### src/rtl/uart_frame_loader.sv
// Framed UART byte stream -> DATA_W word writes into one of NUM_BANKS video memories.
// The displayed bank (disp_sel) flips only after a complete frame passes its XOR checksum.
module uart_frame_loader #(
  parameter int         DATA_W      = 32,
  parameter int         ADDR_W      = 6,
  parameter int         NUM_BANKS   = 2,
  parameter logic [7:0] SYNC_BYTE   = 8'hA5,
  parameter int         TIMEOUT_CYC = 500000,
  localparam int        BANK_W      = (NUM_BANKS > 1) ? $clog2(NUM_BANKS) : 1
) (
  input  logic              clk,
  input  logic              rst,
  input  logic [7:0]        rx_dout,
  input  logic              rx_rdy,
  output logic              rx_rdy_clr,
  output logic [DATA_W-1:0] data,
  output logic [ADDR_W-1:0] wraddress,
  output logic              wren,
  output logic [BANK_W-1:0] memorySel,
  output logic [BANK_W-1:0] disp_sel,
  output logic              busy,
  output logic              frame_done,
  output logic              frame_err
);

  localparam int BPW    = DATA_W / 8;
  localparam int BCNT_W = (BPW > 1) ? $clog2(BPW) : 1;
  localparam int TMO_W  = $clog2(TIMEOUT_CYC + 1);

  typedef enum logic [1:0] {S_IDLE, S_HDR, S_PAY, S_CHK} state_t;

  state_t              r_state;
  logic                r_clr;
  logic [DATA_W-1:0]   r_data;
  logic [ADDR_W-1:0]   r_wraddr;
  logic                r_wren;
  logic [BANK_W-1:0]   r_memsel;
  logic [BANK_W-1:0]   r_disp;
  logic                r_done;
  logic                r_err;
  logic [DATA_W-1:0]   r_word;
  logic [7:0]          r_chk;
  logic [BCNT_W-1:0]   r_bcnt;
  logic [TMO_W-1:0]    r_tmo;

  logic                w_accept;
  logic                w_tmo_hit;
  logic [DATA_W-1:0]   w_word_nxt;

  // A byte held on rx_rdy is never taken twice: the ack cycle itself blocks acceptance.
  assign w_accept   = rx_rdy && !r_clr;
  assign w_word_nxt = DATA_W'({r_word, rx_dout});
  assign w_tmo_hit  = (r_state != S_IDLE) && !w_accept && (r_tmo == TMO_W'(TIMEOUT_CYC - 1));

  always_ff @(posedge clk) begin
    if (!rst) begin
      r_state  <= S_IDLE;
      r_clr    <= 1'b0;
      r_data   <= '0;
      r_wraddr <= '0;
      r_wren   <= 1'b0;
      r_memsel <= '0;
      r_disp   <= '0;
      r_done   <= 1'b0;
      r_err    <= 1'b0;
      r_word   <= '0;
      r_chk    <= '0;
      r_bcnt   <= '0;
      r_tmo    <= '0;
    end else begin
      r_clr  <= w_accept;
      r_wren <= 1'b0;
      r_done <= 1'b0;
      r_err  <= 1'b0;
      if (r_state == S_IDLE || w_accept) r_tmo <= '0;
      else                               r_tmo <= r_tmo + 1'b1;

      case (r_state)
        S_IDLE: if (w_accept && rx_dout == SYNC_BYTE) r_state <= S_HDR;
        S_HDR: if (w_accept) begin
          if (32'(rx_dout) >= NUM_BANKS) begin
            r_err   <= 1'b1;
            r_state <= S_IDLE;
          end else begin
            r_memsel <= rx_dout[BANK_W-1:0];
            r_wraddr <= '0;
            r_chk    <= '0;
            r_bcnt   <= '0;
            r_state  <= S_PAY;
          end
        end
        S_PAY: begin
          if (w_accept) begin
            r_word <= w_word_nxt;
            r_chk  <= r_chk ^ rx_dout;
            if (r_bcnt == BCNT_W'(BPW - 1)) begin
              r_bcnt <= '0;
              r_data <= w_word_nxt;
              r_wren <= 1'b1;
            end else begin
              r_bcnt <= r_bcnt + 1'b1;
            end
          end
          // Address advances after the strobe; the last word leaves it parked at the top.
          if (r_wren) begin
            if (r_wraddr == {ADDR_W{1'b1}}) r_state  <= S_CHK;
            else                            r_wraddr <= r_wraddr + 1'b1;
          end
        end
        S_CHK: if (w_accept) begin
          if (rx_dout == r_chk) begin
            r_disp <= r_memsel;
            r_done <= 1'b1;
          end else begin
            r_err <= 1'b1;
          end
          r_state <= S_IDLE;
        end
        default: r_state <= S_IDLE;
      endcase

      if (w_tmo_hit) begin
        r_err   <= 1'b1;
        r_state <= S_IDLE;
      end
    end
  end

  assign rx_rdy_clr = r_clr;
  assign data       = r_data;
  assign wraddress  = r_wraddr;
  assign wren       = r_wren;
  assign memorySel  = r_memsel;
  assign disp_sel   = r_disp;
  assign busy       = (r_state != S_IDLE);
  assign frame_done = r_done;
  assign frame_err  = r_err;

endmodule
### config.mk
export PLATFORM = sky130hd
export DESIGN_NAME = uart_frame_loader
export DESIGN_NICKNAME = d
export VERILOG_FILES = /design/src/rtl/uart_frame_loader.sv
export SDC_FILE = /design/constraint.sdc
export NUM_CORES = 1
export LEC_CHECK = 0
export CAP_MARGIN = 40
export CORE_UTILIZATION = 59
export CTS_CLUSTER_SIZE = 10
export DETAILED_ROUTE_END_ITERATION = 10
export PLACE_DENSITY = 0.85
export SYNTH_ARGS = -nofsm -noshare
export SYNTH_HDL_FRONTEND = slang
export SYNTH_SLANG_ARGS = --single-unit
### constraint.sdc
create_clock -name clk -period 4.1 [get_ports clk]
set_clock_uncertainty 0.05 [all_clocks]
set_input_delay 0.82 -clock clk [delete_from_list [all_inputs] [get_ports clk]]
set_output_delay 0.82 -clock clk [all_outputs]
set_load 0.1 [all_outputs]
==> results of run 1 <==
==> registers in the layout, indices dropped and copies added (netlist names), named ones only <==
register    cells
r_chk           8
disp_sel        1
r_tmo          19
data           32
wraddress       6
wren            1
memorySel       1
frame_err       1
rx_rdy_clr      1
r_state         1
frame_done      1
r_bcnt          2
r_word         24
==> layout by cell type, fill, tap and decap left out, types with 5 or more instances in the layout <==
cell / netlist / final
sky130_fd_sc_hd__nand3b_1: 9 / 9
sky130_fd_sc_hd__mux2i_1: 6 / 6
sky130_fd_sc_hd__dfxtp_1: 99 / 99
sky130_fd_sc_hd__a21oi_1: 72 / 72
sky130_fd_sc_hd__and3_1: 5 / 5
sky130_fd_sc_hd__or3_1: 7 / 7
sky130_fd_sc_hd__and2_1: 6 / 6
sky130_fd_sc_hd__xor2_1: 8 / 8
sky130_fd_sc_hd__xnor2_1: 10 / 10
sky130_fd_sc_hd__o31ai_1: 5 / 5
sky130_fd_sc_hd__clkdlybuf4s50_1: 0 / 55
sky130_fd_sc_hd__clkbuf_8: 0 / 9
sky130_fd_sc_hd__nand4_1: 8 / 8
sky130_fd_sc_hd__buf_8: 0 / 45
sky130_fd_sc_hd__o21ai_1: 7 / 7
sky130_fd_sc_hd__nor2_1: 27 / 27
sky130_fd_sc_hd__nand2_1: 126 / 126
sky130_fd_sc_hd__nand3_1: 19 / 19
==> cell families (layout without fill, tap and decap cells) <==
group | Yosys count | count (layout) | synth area share (%)
and+or+nand+nor | 235 | 235 | 27.65
AOI/OAI and AO/OA | 104 | 104 | 14.05
DFF | 99 | 99 | 47.55
buffers and inverters | 39 | 125 | 4.623
xor gates and xnor gates | 18 | 18 | 3.783
muxes | 6 | 6 | 1.441
adders and majority gates | 3 | 3 | 0.9007
==> where the power goes <==
part	switching [uW]	leakage, uW	internal (uW)
Sequential	1.31	0.000797	962
Combinational	36.9	0.00103	21.2
Clock	376	0.0000994	242
Total	414	0.00192	1220
==> worst reg2reg max path, delay by kind of cell, from the launching register on <==
| kind | cells | cell delay, ns |
|---|---|---|
| simple gates | 2 | 1.06 |
| flops | 1 | 0.55 |
| compound gates | 1 | 0.40 |
==> metrics by stage <==
| stage | setup WS [ns] | instance area (sq um) | hold WS, ns | power, uW | util, % |
|---|---|---|---|---|---|
| after global routing | 1.198 | 5605 | 0.4307 | 1692 | 82.50 |
| after detailed placement | 1.123 | 5401 | 0.3824 | 1041 | 79.50 |
| after global placement | 1.190 | 4706 | 0.3755 | 1037 | 69.26 |
| after floorplan | 1.850 | 4168 | 0.3632 | 1017 | - |
| final | 1.302 | 5605 | 0.4007 | 1639 | 82.50 |
| after CTS | 1.300 | 5605 | 0.4000 | 1644 | 82.50 |
==> how the worst max path moves through the flow <==
stage	cells after the start	end	slack, ns	startpoint
2_1_floorplan	4	flop	1.85	rx_rdy_clr
3_3_place_gp	5	wraddress[3]	1.19	rx_dout[3]
3_5_place_dp	5	wraddress[3]	1.12	rx_dout[1]
4_1_cts	4	busy	1.30	flop
5_1_grt	4	busy	1.20	r_state[0]
6_report	4	busy	1.30	flop
==> cell type report <==
type,instances,area [sq um]
inverters,4,15.01
clock buffers,9,123.9
multi-input cells,366,2008
repair buffers,105,1276
fillers,406,1189
flip-flops and latches,99,1982
clock inverters,7,80.08
well taps,96,120.1
==> metal layers <==
layer | GRT usage (%) | vias up | routed length (um)
li1 | - | 1880 | -
met1 | 34.37 | 1787 | 4231
met2 | 49.21 | 125 | 5188
met3 | 4.235 | 26 | 446
met4 | 13.48 | 0 | 211
met5 | 0 | - | 0
==> results.py, run 1 <==
metrics = {
    "run_status": {
        "status": "finished clean",
    },
    "critical_path": {
        "arrival_ns": 1.93,
        "crit_buf_inv": 3,
        "timing.critical_path.required_ns": 3.23,
        "rr_worst_depth": 3,
        "worstReg2RegEnd": "r_chk[1]",
        "cp-end-kind": "output pin",
        "worst-r2r-setup-slack_ns": 1.95,
        "critPathMaxStageDelay_ns": 0.55,
        "path_max_fanout": 9,
        "worstPathCellList": "nor2_1 -> inv_1 -> clkdlybuf4s50_1 -> buf_8",
        "slowest_stage": "sky130_fd_sc_hd__dfxtp_1",
        "cp_top_family": "buffers and inverters",
        "timing.critical_path.from_type": "flop",
        "setup.worst_path.class": "reg -> out",
    },
    "floorplanning": {
        "ioPinCount": 56,
        "num_rows": 30,
        "die_area_sq_um": 7404,
        "start_util_pct": 61.34,
        "chipHeight_um": 86.05,
        "chipWidth_um": 86.05,
        "fp.coreArea_sq_um": 6794,
    },
    "clock_network": {
        "cts_setup_buffers": 0,
        "clock_tree.root_cell": "sky130_fd_sc_hd__clkbuf_8",
        "cts_max_level": 3,
        "tritoncts": "yes",
        "cts_buf_count": 9,
        "clk_transition_reported_paths_ns": 0.11,
        "clk_path_buf_depth": 2,
        "cts_sinks": 99,
        "worstSkewPairLatency_ns": 0.38,
        "cts_hold_buf": 0,
        "cts-resized-gates": 0,
    },
    "synth": {
        "syn-instance-count": 504,
        "synth.area.top_cells": "sky130_fd_sc_hd__dfxtp_1 (48%), sky130_fd_sc_hd__nand2_1 (11%), sky130_fd_sc_hd__a21oi_1 (8.6%)",
        "netlist.top_cell.by_area": "sky130_fd_sc_hd__dfxtp_1",
        "synth_top_flop_cell": "sky130_fd_sc_hd__dfxtp_1",
        "synth.top_cells.by_count": "sky130_fd_sc_hd__nand2_1 (126), sky130_fd_sc_hd__dfxtp_1 (99), sky130_fd_sc_hd__a21oi_1 (72), sky130_fd_sc_hd__nor2_1 (27)",
        "synth_enable_flop_cells": 0,
        "ys_async_sr_fraction_pct": 0,
        "ys_seq_area_share_pct": 47.55,
        "post_synth_instance_area_sq_um": 4168,
        "synthMostInstantiatedCell": "sky130_fd_sc_hd__nand2_1",
        "ys_types": 47,
        "syn-num-nets": 518,
        "syn_avg_cell_area_sq_um": 8.269,
        "ys.warnings.count": 0,
        "synth_top_cell_area_share_pct": 47.55,
        "ys_seq_elements": 99,
    },
    "global_routing": {
        "wire_length_of_the_first_global_routing_pass_um": 16700,
        "grt.total_usage_pct": 28.33,
        "globalRoute.totalOverflow": 0,
        "grt_antenna_before_repair": 0,
        "maximum_number_of_pins_on_one_net_before_global_route_repair": 48,
        "via_count_of_the_first_global_routing_pass": 3689,
    },
    "cells_and_area": {
        "count_of_nets_after_finishing": 599,
        "area_delta_synth_final_pct": 34.49,
        "share_of_final_layout_standard_cells_stronger_than_drive_strength_1_pct": 12.54,
        "antenna_cells": 0,
        "final_cell_count_no_fill": 686,
    },
    "sta": {
        "finalMaxSlewViolations": 0,
        "setup_repair_after_global_routing_missed_its_margin": "no",
        "slew_headroom_pct": 45.22,
        "finalCritPeriodShare_pct": 68.24,
        "max_freq_ghz": 0.3574,
        "tightest_slew_ns": 0.8197,
        "report.final.hold_viol_count": 0,
        "finalSetupViolations": 0,
        "fin_tns_setup_ns": 0,
        "min_period_ns": 2.798,
    },
    "routing": {
        "drt_drc_violations_left": 0,
        "drtIter0Drc": 232,
        "postRouteAntennaNets": 0,
        "drt_pre_antenna_iters": 5,
        "route.detailed.vias_per_inst": 5.566,
        "via_count": 3818,
        "routed_wirelength_um": 10080,
        "drt-wirelength-per-cell_um": 14.69,
    },
    "min_path": {
        "worst_hold_check_path_type": "reg -> reg",
        "worst_hold_startpoint": "r_tmo[0]",
        "hold_end": "r_tmo[0]",
        "hold_depth": 1,
    },
    "placement": {
        "detailed_place_hpwl_um": 6890,
        "count_of_input_and_output_buffers": 55,
        "gpl.final_weighted_congestion": 0.8427,
        "dpl.cell_count": 670,
    },
    "power": {
        "worst_vdd_drop_mv": 0.1990,
        "cellPowerDensity_nw_per_um2": 292.5,
        "p_leak_uw": 0.001924,
    },
    "job": {
        "max_cap_violations": 0,
    },
}
Note: power is estimated with default switching activity, not from simulation.
==> run 2, diff against run 1 <==
--- a/config.mk
+++ b/config.mk
@@ -6,10 +6,10 @@
 export NUM_CORES = 1
 export LEC_CHECK = 0
 export CAP_MARGIN = 40
-export CORE_UTILIZATION = 59
+export CORE_UTILIZATION = 54
 export CTS_CLUSTER_SIZE = 10
 export DETAILED_ROUTE_END_ITERATION = 10
-export PLACE_DENSITY = 0.85
+export PLACE_DENSITY = 0.79
 export SYNTH_ARGS = -nofsm -noshare
 export SYNTH_HDL_FRONTEND = slang
 export SYNTH_SLANG_ARGS = --single-unit
==> constraint.sdc (replaced) <==
create_clock -name clk -period 2.7 [get_ports clk]
set_clock_uncertainty 0.05 [all_clocks]
set_input_delay 0.54 -clock clk [delete_from_list [all_inputs] [get_ports clk]]
set_output_delay 0.54 -clock clk [all_outputs]
set_load 0.1 [all_outputs]
==> run 2 against run 1 <==
Effect of this change:
- critical path depth decreased by 1
- critical endpoint unchanged
- power is 53% higher
- largest power group unchanged
- core utilization down 16 points
- non-clock buffer count is 36 lower
- clock-buffer cell count grew 3
- final area is 13% lower
==> results.py, run 2 (synthesis results as in run 1) <==
metrics = {
    "cells_and_area": {
        "largest_reg_flops": 32,
        "layout_commonest_cell": "sky130_fd_sc_hd__nand2_1",
        "final_cell_mix": "sky130_fd_sc_hd__nand2_1 (126), sky130_fd_sc_hd__dfxtp_1 (99), sky130_fd_sc_hd__a21oi_1 (72), sky130_fd_sc_hd__buf_4 (58), sky130_fd_sc_hd__nor2_1 (27)",
        "share_of_final_layout_standard_cells_stronger_than_drive_strength_1_pct": 14.80,
        "area_delta_synth_final_pct": 17.29,
        "count_of_nets_after_finishing": 563,
        "antenna_cells": 0,
        "post-route-util_pct": 66.33,
    },
    "clock_network": {
        "cts-resized-gates": 0,
        "tritoncts": "yes",
        "cts_max_level": 3,
        "clk_transition_reported_paths_ns": 0.09,
        "clock_tree.root_cell": "sky130_fd_sc_hd__clkbuf_8",
        "cts_hold_buf": 0,
        "cts_setup_buffers": 0,
        "clk_path_buf_depth": 2,
        "cts_buf_count": 9,
        "cts_sinks": 99,
        "worstSkewPairLatency_ns": 0.36,
    },
    "floorplanning": {
        "die_area_sq_um": 8073,
        "chipWidth_um": 89.85,
        "ioPinCount": 56,
        "fp.coreArea_sq_um": 7370,
        "start_util_pct": 56.55,
        "num_rows": 31,
        "chipHeight_um": 89.85,
    },
    "sta": {
        "min_period_ns": 2.073,
        "max_freq_ghz": 0.4823,
        "report.final.hold_viol_count": 0,
        "fin_tns_setup_ns": 0,
        "finalMaxSlewViolations": 0,
        "finalSetupViolations": 0,
        "slew_headroom_pct": 61.83,
        "tightest_slew_ns": 0.5708,
        "setup_repair_after_global_routing_missed_its_margin": "no",
        "finalCritPeriodShare_pct": 76.79,
    },
    "min_path": {
        "hold_depth": 1,
        "worst_hold_check_path_type": "reg -> reg",
        "worst_hold_startpoint": "r_tmo[0]",
        "hold_end": "r_tmo[0]",
    },
    "routing": {
        "drt_pre_antenna_iters": 5,
        "drt_drc_violations_left": 0,
        "drtIter0Drc": 245,
        "postRouteAntennaNets": 0,
        "route.detailed.vias_per_inst": 5.518,
        "via_count": 3603,
        "drt-wirelength-per-cell_um": 13.83,
        "routed_wirelength_um": 9028,
    },
    "critical_path": {
        "timing.critical_path.from_type": "flop",
        "path_max_fanout": 9,
        "setup.worst_path.class": "reg -> out",
        "timing.critical_path.required_ns": 2.11,
        "worst-r2r-setup-slack_ns": 0.77,
        "worstReg2RegEnd": "wraddress[4]",
        "rr_worst_depth": 4,
        "cp-end-kind": "output pin",
        "arrival_ns": 1.48,
    },
    "global_routing": {
        "maximum_number_of_pins_on_one_net_before_global_route_repair": 34,
        "grt.total_usage_pct": 23.24,
        "globalRoute.totalOverflow": 0,
        "wire_length_of_the_first_global_routing_pass_um": 15410,
        "via_count_of_the_first_global_routing_pass": 3453,
        "grt_antenna_before_repair": 0,
    },
    "placement": {
        "count_of_input_and_output_buffers": 55,
        "detailed_place_hpwl_um": 6291,
        "gpl.final_weighted_congestion": 0.8867,
    },
    "run_status": {
        "status": "finished clean",
    },
    "job": {
        "max_cap_violations": 0,
    },
    "power": {
        "p_leak_uw": 0.001740,
        "worst_vdd_drop_mv": 0.2862,
        "cellPowerDensity_nw_per_um2": 511.9,
    },
}
## run 2: cell type report
| class | instances | area [sq um] |
|---|---|---|
| inverters | 4 | 15.01 |
| flip-flops and latches | 99 | 1982 |
| clock inverters | 4 | 48.80 |
| fillers | 627 | 2481 |
| repair buffers | 69 | 555.5 |
| well taps | 99 | 123.9 |
| multi-input cells | 366 | 2008 |
| clock buffers | 12 | 155.1 |
## run 2: report_power, final
part | leakage (uW) | switching, uW | total, uW | internal [uW]
clock | 0.000106 | 475 | 953 | 478
sequential | 0.000797 | 2.00 | 1460 | 1460
combinational | 0.000836 | 56.0 | 88.7 | 32.7
## run 2: layer usage
| layer | global-route usage, % | vias to the layer above | part of all wire (%) |
|---|---|---|---|
| met3 | 5.584 | 9 | 4.9 |
| met1 | 30.35 | 1707 | 47 |
| met4 | 5.914 | 0 | 0.96 |
| met5 | 0 | - | 0 |
| met2 | 38.78 | 84 | 48 |
| li1 | - | 1803 | - |
## run 2: worst max-delay path by stage
stage / cells past startpoint / slack (ns) / start / to
floorplan: 4 / 0.45 / rx_rdy_clr / flop
global placement: 6 / 0.35 / rx_rdy / data[5]
detailed placement: 6 / 0.29 / rx_rdy / data[5]
CTS: 3 / 0.64 / flop / busy
global route: 5 / 0.55 / rx_dout[2] / wraddress[3]
finish: 3 / 0.63 / flop / busy
## run 2: per-stage QoR
step / power [uW] / std cells / cell area, sq um / hold slack, ns / setup WS, ns
3_3_place_gp: 1583 / 637 / 4684 / 0.3711 / 0.3492
2_1_floorplan: 1544 / 504 / 4168 / 0.3632 / 0.4505
4_1_cts: 2528 / 653 / 4888 / 0.3955 / 0.6390
5_1_grt: 2592 / 653 / 4888 / 0.4137 / 0.5549
6_report: 2503 / 653 / 4888 / 0.3919 / 0.6267
3_5_place_dp: 1584 / 637 / 4684 / 0.3822 / 0.2929
## run 2: worst max-delay path, stage by stage, from the launching register on
cell and delay (ns):
sky130_fd_sc_hd__dfxtp_1 0.55, sky130_fd_sc_hd__nor2_1 0.13, sky130_fd_sc_hd__inv_1 0.13, sky130_fd_sc_hd__buf_4 0.31
==> run 3, diff against run 2 <==
--- a/config.mk
+++ b/config.mk
@@ -6,10 +6,10 @@
 export NUM_CORES = 1
 export LEC_CHECK = 0
 export CAP_MARGIN = 40
-export CORE_UTILIZATION = 54
+export CORE_UTILIZATION = 49
 export CTS_CLUSTER_SIZE = 10
 export DETAILED_ROUTE_END_ITERATION = 10
-export PLACE_DENSITY = 0.79
+export PLACE_DENSITY = 0.75
 export SYNTH_ARGS = -nofsm -noshare
 export SYNTH_HDL_FRONTEND = slang
 export SYNTH_SLANG_ARGS = --single-unit
==> constraint.sdc (replaced) <==
create_clock -name clk -period 1.9 [get_ports clk]
set_clock_uncertainty 0.05 [all_clocks]
set_input_delay 0.38 -clock clk [delete_from_list [all_inputs] [get_ports clk]]
set_output_delay 0.38 -clock clk [all_outputs]
set_load 0.1 [all_outputs]
==> run 3 against run 2 <==
Effect of this change:
- via count up 4.4%
- sequential power grew 42%
- wire length rose by 11%
- critical endpoint unchanged
- largest cell class unchanged
- largest power group unchanged
==> results.py, run 3 (synthesis results as in run 1) <==
metrics = {
    "run_status": {
        "status": "finished clean",
    },
    "clock_network": {
        "tritoncts": "yes",
        "clk_transition_reported_paths_ns": 0.10,
        "cts_max_level": 3,
        "clock_tree.root_cell": "sky130_fd_sc_hd__clkbuf_8",
        "cts_buf_count": 9,
        "worstSkewPairLatency_ns": 0.37,
        "clk_path_buf_depth": 2,
        "cts_sinks": 99,
    },
    "global_routing": {
        "grt.total_usage_pct": 23.74,
        "wire_length_of_the_first_global_routing_pass_um": 16420,
        "grt_antenna_before_repair": 0,
        "globalRoute.totalOverflow": 0,
        "via_count_of_the_first_global_routing_pass": 3448,
        "maximum_number_of_pins_on_one_net_before_global_route_repair": 61,
    },
    "routing": {
        "drt-wirelength-per-cell_um": 14.59,
        "postRouteAntennaNets": 0,
        "drt_drc_violations_left": 0,
        "routed_wirelength_um": 9995,
        "via_count": 3762,
        "drt_pre_antenna_iters": 5,
        "drtIter0Drc": 293,
        "route.detailed.vias_per_inst": 5.492,
    },
    "critical_path": {
        "cp-end-kind": "output pin",
        "timing.critical_path.required_ns": 1.47,
        "setup.worst_path.class": "reg -> out",
        "timing.critical_path.from_type": "flop",
        "path_max_fanout": 9,
        "arrival_ns": 1.41,
        "worst-r2r-setup-slack_ns": 0.11,
    },
    "power": {
        "power_report.internal_total_uw": 2895,
        "comb_power_share_pct": 4.3,
        "p_leak_uw": 0.001993,
        "worst_vdd_drop_mv": 0.3628,
        "sw_frac_of_total_pct": 22.84,
        "cellPowerDensity_nw_per_um2": 654.8,
        "seq_power_share_pct": 55.4,
        "netSwitchingPower_uw": 856.9,
        "design_power_total_uw": 3752,
        "power.clock.fraction_pct": 40.3,
    },
    "floorplanning": {
        "chipWidth_um": 94.23,
        "ioPinCount": 56,
        "num_rows": 33,
        "die_area_sq_um": 8878,
        "chipHeight_um": 94.23,
        "start_util_pct": 50.72,
        "fp.coreArea_sq_um": 8217,
    },
    "cells_and_area": {
        "post-route-util_pct": 69.73,
        "count_of_nets_after_finishing": 589,
        "largest_reg_flops": 32,
        "area_delta_synth_final_pct": 37.47,
        "final-seq-area_sq_um": 1989,
        "antenna_cells": 0,
        "share_of_final_layout_standard_cells_stronger_than_drive_strength_1_pct": 20.52,
        "post-route-cell-area_sq_um": 5729,
        "final_cell_mix": "sky130_fd_sc_hd__nand2_1 (126), sky130_fd_sc_hd__dfxtp_1 (93), sky130_fd_sc_hd__a21oi_1 (72), sky130_fd_sc_hd__buf_12 (48), sky130_fd_sc_hd__buf_4 (37)",
        "area_used_by_multi_input_combinational_logic_sq_um": 2029,
        "layout_commonest_cell": "sky130_fd_sc_hd__nand2_1",
        "layout.filler_cells": 631,
    },
    "sta": {
        "slew_headroom_pct": 64.15,
        "worst_hold_slack_ns": 0.4049,
        "finalSetupViolations": 0,
        "max_freq_ghz": 0.5422,
        "finalMaxSlewViolations": 0,
        "min_period_ns": 1.844,
        "setup_repair_after_global_routing_missed_its_margin": "yes",
        "finalCritPeriodShare_pct": 97.06,
        "report.final.hold_viol_count": 0,
        "tightest_slew_ns": 0.5361,
    },
    "placement": {
        "detailed_place.area_sq_um": 5490,
        "detailed_place_hpwl_um": 6999,
        "gpl.final_weighted_congestion": 0.8715,
        "count_of_input_and_output_buffers": 55,
    },
    "job": {
        "max_cap_violations": 0,
    },
    "min_path": {
        "worst_hold_check_path_type": "reg -> reg",
    },
}
[run 3: cell types whose count changed in the layout (fill, tap and decap cells not counted), sizes merged]
cell	delta
clkinvlp	+3
inv	+1
clkinv	-2
bufinv	+1
buf	+26
clkbuf	-3
[run 3: final timing paths]
check,from,endpoint,depth (start not counted)
setup / recovery,flop,busy,5
hold / removal,r_word[19],data[27],2
setup reg to reg,wraddress[0],wraddress[3],5
hold reg to reg,r_word[19],data[27],2
[run 3: per-stage QoR]
| step | setup slack (ns) | cells | TNS, ns |
|---|---|---|---|
| final | 0.05581 | 685 | 0 |
| after global placement | -0.2592 | 668 | -13.61 |
| after CTS | 0.04640 | 685 | 0 |
| after floorplan | 0.01069 | 504 | 0 |
| after detailed placement | -0.2843 | 668 | -14.96 |
| after global routing | -0.005758 | 685 | -0.005854 |
[run 3: critical path, cell delays in order (launching register included)]
cell and delay, ns:
sky130_fd_sc_hd__dfxtp_1 0.31, sky130_fd_sc_hd__buf_4 0.17, sky130_fd_sc_hd__nor2_2 0.13, sky130_fd_sc_hd__buf_4 0.14, sky130_fd_sc_hd__clkinvlp_4 0.11, sky130_fd_sc_hd__buf_12 0.18
[run 3: area by class of cell]
class	instances	share of cell area (%)
inverter	4	0.3276
sequential	99	34.72
clock inverter	7	1.703
timing repair buffer	95	23.37
clock buffer	9	2.162
multi-input combinational	366	35.42
tap	105	2.293
[run 3: what timing repair did]
item | in CTS | in global routing
setup endpoints to repair | 1 | 3
buffers inserted | 1 | 0
hold buffers | 0 | 0
gates resized for setup | 1 | 2
[run 3: power groups by stage]
stage	clock network (uW)	logic, uW	registers [uW]
after floorplan	0	61.7	2130
after global placement	0	156	2130
after detailed placement	0	158	2130
after CTS	1520	159	2080
after global routing	1620	170	2080
final	1510	160	2080
[run 3: metal layers]
| layer | routed length [um] | GRT usage (%) | part of all wire (%) |
|---|---|---|---|
| met3 | 484 | 4.369 | 4.8 |
| met1 | 4359 | 30.83 | 44 |
| met4 | 165 | 7.821 | 1.7 |
| met5 | 0 | 0 | 0 |
| met2 | 4985 | 39.43 | 50 |
